File: src/rtl/proc_feeder.sv
// Instruction sequencer driving the 9-bit processor DIN/Run/Done handshake from a loadable program memory.
// Optional single-step mode (PAUSE state, Step input) is enabled by defining PROC_FEEDER_STEP_EN.
module proc_feeder #(
    parameter int DEPTH   = 32,
    parameter int AW      = 5,
    parameter int TIMEOUT = 15
) (
    input  logic          Clock,
    input  logic          Reset,
    input  logic          Start,
`ifdef PROC_FEEDER_STEP_EN
    input  logic          Step,
`endif
    input  logic          LoadEn,
    input  logic [AW-1:0] LoadAddr,
    input  logic [8:0]    LoadData,
    input  logic          Done,
    output logic [8:0]    DIN,
    output logic          Run,
    output logic          Busy,
    output logic          Halted,
    output logic          Error,
    output logic [AW-1:0] PC,
    output logic [7:0]    InstrCount
);

    // state | meaning
    // IDLE  | waiting for first Start after reset
    // ISSUE | read mem[PC], pulse Run with the instruction word
    // IMM   | present the mvi immediate on DIN
    // WAIT  | wait for Done, timeout counter running
    // HALT  | halt opcode reached or PC wrapped
    // ERR   | Done timeout
    // PAUSE | (step mode) hold until Step
    localparam logic [2:0] S_IDLE  = 3'd0;
    localparam logic [2:0] S_ISSUE = 3'd1;
    localparam logic [2:0] S_IMM   = 3'd2;
    localparam logic [2:0] S_WAIT  = 3'd3;
    localparam logic [2:0] S_HALT  = 3'd4;
    localparam logic [2:0] S_ERR   = 3'd5;
`ifdef PROC_FEEDER_STEP_EN
    localparam logic [2:0] S_PAUSE = 3'd6;
`endif

    localparam logic [2:0] OP_MVI  = 3'b001;
    localparam logic [2:0] OP_HALT = 3'b111;
    localparam int         TW      = $clog2(TIMEOUT + 1);

    logic [2:0]    state;
    logic [8:0]    mem [DEPTH];
    logic [8:0]    word;
    logic [TW-1:0] tmo_cnt;
    logic          wrapped;
    logic          pc_last;
    logic          busy;

    assign word    = mem[PC];
    assign pc_last = (PC == AW'(DEPTH - 1));

`ifdef PROC_FEEDER_STEP_EN
    assign busy = (state == S_ISSUE) || (state == S_IMM) || (state == S_WAIT) || (state == S_PAUSE);
`else
    assign busy = (state == S_ISSUE) || (state == S_IMM) || (state == S_WAIT);
`endif
    assign Busy = busy;

    // Write lands on the same edge that accepts Start, so the first ISSUE sees it.
    always_ff @(posedge Clock) begin
        if (LoadEn && !busy) begin
            mem[LoadAddr] <= LoadData;
        end
    end

    always_ff @(posedge Clock or posedge Reset) begin
        if (Reset) begin
            state      <= S_IDLE;
            DIN        <= '0;
            Run        <= 1'b0;
            Halted     <= 1'b0;
            Error      <= 1'b0;
            PC         <= '0;
            InstrCount <= '0;
            tmo_cnt    <= '0;
            wrapped    <= 1'b0;
        end else begin
            Run <= 1'b0;
            case (state)
                S_IDLE, S_HALT, S_ERR: begin
                    if (Start) begin
                        state      <= S_ISSUE;
                        PC         <= '0;
                        InstrCount <= '0;
                        Halted     <= 1'b0;
                        Error      <= 1'b0;
                        tmo_cnt    <= '0;
                    end
                end
                S_ISSUE: begin
                    PC      <= PC + 1'b1;
                    wrapped <= pc_last;
                    tmo_cnt <= '0;
                    if (word[8:6] == OP_HALT) begin
                        state  <= S_HALT;
                        Halted <= 1'b1;
                    end else begin
                        Run   <= 1'b1;
                        DIN   <= word;
                        state <= (word[8:6] == OP_MVI) ? S_IMM : S_WAIT;
                    end
                end
                S_IMM: begin
                    DIN     <= word;
                    PC      <= PC + 1'b1;
                    wrapped <= wrapped | pc_last;
                    state   <= S_WAIT;
                end
                S_WAIT: begin
                    if (Done) begin
                        if (InstrCount != 8'hFF) begin
                            InstrCount <= InstrCount + 1'b1;
                        end
                        tmo_cnt <= '0;
                        if (wrapped) begin
                            state  <= S_HALT;
                            Halted <= 1'b1;
                        end else begin
`ifdef PROC_FEEDER_STEP_EN
                            state <= S_PAUSE;
`else
                            state <= S_ISSUE;
`endif
                        end
                    end else if (tmo_cnt == TW'(TIMEOUT - 1)) begin
                        state <= S_ERR;
                        Error <= 1'b1;
                    end else begin
                        tmo_cnt <= tmo_cnt + 1'b1;
                    end
                end
`ifdef PROC_FEEDER_STEP_EN
                S_PAUSE: begin
                    if (Step) begin
                        state <= S_ISSUE;
                    end
                end
`endif
                default: state <= S_IDLE;
            endcase
        end
    end

endmodule

File: config.mk
export PLATFORM = sky130hd
export DESIGN_NAME = proc_feeder
export DESIGN_NICKNAME = d
export VERILOG_FILES = /design/src/rtl/proc_feeder.sv
export SDC_FILE = /design/constraint.sdc
export NUM_CORES = 1
export LEC_CHECK = 0
export ABC_AREA = 1
export CORE_MARGIN = 5
export CORE_UTILIZATION = 30
export CTS_CLUSTER_SIZE = 30
export DETAILED_ROUTE_END_ITERATION = 10
export PLACE_DENSITY_LB_ADDON = 0.25
export SLEW_MARGIN = 10
export SYNTH_ARGS = -nofsm -noshare
export SYNTH_HDL_FRONTEND = slang
export SYNTH_SLANG_ARGS = --single-unit
File: constraint.sdc
create_clock -name Clock -period 5.65 [get_ports Clock]
set_input_delay 1.4125 -clock Clock [delete_from_list [all_inputs] [get_ports Clock]]
set_output_delay 1.4125 -clock Clock [all_outputs]
set_load 0.01 [all_outputs]
==> run_results.csv <==
group,metric,value,unit
critical_path,critPathArrivalTime,2.46,ns
synth,ys_seq_elements,321,
die,fp.dieW,223,µm
global_routing,grt.total_usage,14.5,%
cells_and_area,area_growth,15.3,%
cts,insertion_delay,0.54,ns
route,wirelength,36800,µm
die,rows,78,
cts,clkTransAtPathRegs,0.05,ns
sta,hold_slack,0.472,ns
synth,synth_most_common_cell,"edfxtp_1",
run_status,status,"finished clean",
critical_path,critPathLaunch,"state[2]",
global_routing,antenna_found_initial,0,
placement,dpl.hpwl,22700,µm
cells_and_area,fillers,4536,
die,die-area,0.0497,mm²
critical_path,path_class,"flip-flop to output pin",
synth,ys.flop_type,"edfxtp_1",
run,max_cap_viol_count,0,
sta,finalMaxSlewViolations,0,
cells_and_area,seqCellArea,0.00948,mm²
global_routing,grt_overflow,0,
synth,synth_cells,1234,
synth,yosysTopAreaCell,"edfxtp_1",
cts,numCtsBuffers,37,
synth,synth_top_cells_by_area,"edfxtp_1, dfrtp_1, nand2_1, nor2_1, o21ai_0",
global_routing,grt_pass1_wl,56100,µm
route,firstDrtPassIters,5,
sta,relSlewSlack,40.2,%
synth,synth.avg_cell_area,11.0,µm²
cts,postCtsSetupRepairBufs,0,
synth,postSynth.asyncResetShare,10.3,%
die,die-height,223,µm
cells_and_area,drive_above_1_share,6.19,%
critical_path,r2r-end,"DIN[3]",
placement,gp_congestion,0.821,
cts,cts_resized,0,
sta,report.final.hold_viol_count,0,
synth,synth_top_cells_by_count,"edfxtp_1, nand2_1, nor2_1, o21ai_0, inv_1",
worst_hold_path,hold_path_class,"flip-flop to flip-flop",
synth,syn_nets,1258,
cts,root_buffer,"clkbuf_16",
cts,cts_max_level,2,
global_routing,grt_pass1_vias,9264,
sta,layout_min_cycle_time,3.88,ns
synth,ys_warn_count,0,
sta,timing.final.crit_share,68.6,%
critical_path,cp-endpoint,"Busy",
sta,setup_viol,0,
cells_and_area,multiInputGateArea,0.00334,mm²
route,vias,9072,
sta,tns,0,ns
die,initial_core_util,30.1,%
synth,syn-cell-area,0.0136,mm²
critical_path,regToRegSetupSlack,2.40,ns
critical_path,timing.rr.start,"PC[0]",
synth,synth-edff-count,288,
critical_path,worstPathRequired,4.24,ns
route,wl_per_cell,19.4,µm
synth,yosysSeqAreaShare,69.7,%
die,core-area,0.0451,mm²
route,drt_iter0_markers,830,
cts,postCtsHoldBufs,0,
synth,ys_types,36,
cts,cts_tree,"done",
power_and_ir_drop,p_leak,5.80,nW
cts,cts.sink_count,321,
global_routing,grt_max_degree,83,
cells_and_area,num_antenna_cells,0,
sta,fmax,0.258,GHz
route,drc_errors,0,
cells_and_area,final_nets,1290,
power_and_ir_drop,power_density,493,mW/mm²
sta,rsz0062_at_grt,"no",
critical_path,r2r_cells,15,
route,ant_nets,0,
critical_path,startpoint_type,"flip-flop",
sta,worst_slew_pin_slew,0.896,ns
die,ios,45,
power_and_ir_drop,vdd_drop_max,0.000293,V
placement,port_buffers,44,
cts,cts.path.max_buffers,3,
critical_path,cp-end-kind,"output pin",
sta,finClkSkew,0.0236,ns
critical_path,path_max_fanout,6,
route,via_per_inst,4.79,
synth,synth_top_area_share,63.6,%
-- stage by stage --
stage	instances	total power [mW]	cell area [µm²]	setup slack, ns	util [%]
CTS	1893	7.78	15700	1.74	34.8
global route	1893	8.18	15700	1.54	34.8
global placement	1827	5.45	14500	1.82	32.1
floorplan	1234	4.54	13600	2.99	-
finish	1893	7.72	15700	1.77	34.8
detailed placement	1827	5.46	14500	1.81	32.1
-- where the power goes --
group	total, mW	internal [mW]	switching (mW)
sequential	2.85	2.71	0.140
clock	2.32	1.37	0.945
combinational	2.56	0.759	1.80
-- cell type report --
class                      count  area share [%]
clock inverter                23            1.30
timing repair buffer          52            3.02
clock buffer                  43            6.19
inverter                     118            2.87
multi-input combinational    736            21.3
sequential                   321            60.5
tap                          600            4.79
-- flip-flops by register name (all words and copies together) (netlist names) --
register    flops
DIN             9
Run             1
state           3
PC              5
wrapped         1
mem           288
Error           1
tmo_cnt         4
Halted          1
InstrCount      8
-- worst max-delay path: stages (launching register included) --
cell,delay [ns]
dfrtp_1,0.41
nor2_1,0.23
inv_1,0.10
nor2_2,0.18
inv_1,0.09
nand2_1,0.19
inv_2,0.09
nand2_1,0.10
clkdlybuf4s50_1,0.55
-- layer usage --
| metal | vias up | wire (µm) | global-route usage, % |
|---|---|---|---|
| li1 | 4288 | - | - |
| met1 | 4471 | 16700 | 20.2 |
| met2 | 269 | 17300 | 23.9 |
| met3 | 44 | 2040 | 2.51 |
| met4 | 0 | 691 | 3.38 |
| met5 | - | 0 | 0 |
-- kinds of logic after synthesis --
group                    Yosys count  share of synthesized area (%)
AND/OR/NAND/NOR                  529                           15.9
flip-flops                       321                           69.7
AO/OA/AOI/OAI                    197                           7.93
buffers and inverters            177                           5.71
XOR/XNOR                           5                          0.322
adder cells (fa/ha/maj)            5                          0.460
-- worst min path at each step --
stage,start,end,slack (ns),depth (start not counted)
CTS,Error,Error,0.48,2
global placement,Error,Error,0.46,2
global route,Halted,Halted,0.49,2
finish,Error,Error,0.47,2
floorplan,state[0],state[0],0.47,2
detailed placement,Error,Error,0.47,2
-- cell usage in the layout (no fill, tap or decap), types with 31 or more instances in the layout --
master and instances:
o22ai_1 43, clkbuf_16 38, o21ai_0 120, nor2_1 211, clkdlybuf4s50_1 36, nand3_1 74, edfxtp_1 288, inv_1 114
nand2_1 217, dfrtp_1 31
Note: power is estimated with default switching activity, not from simulation.
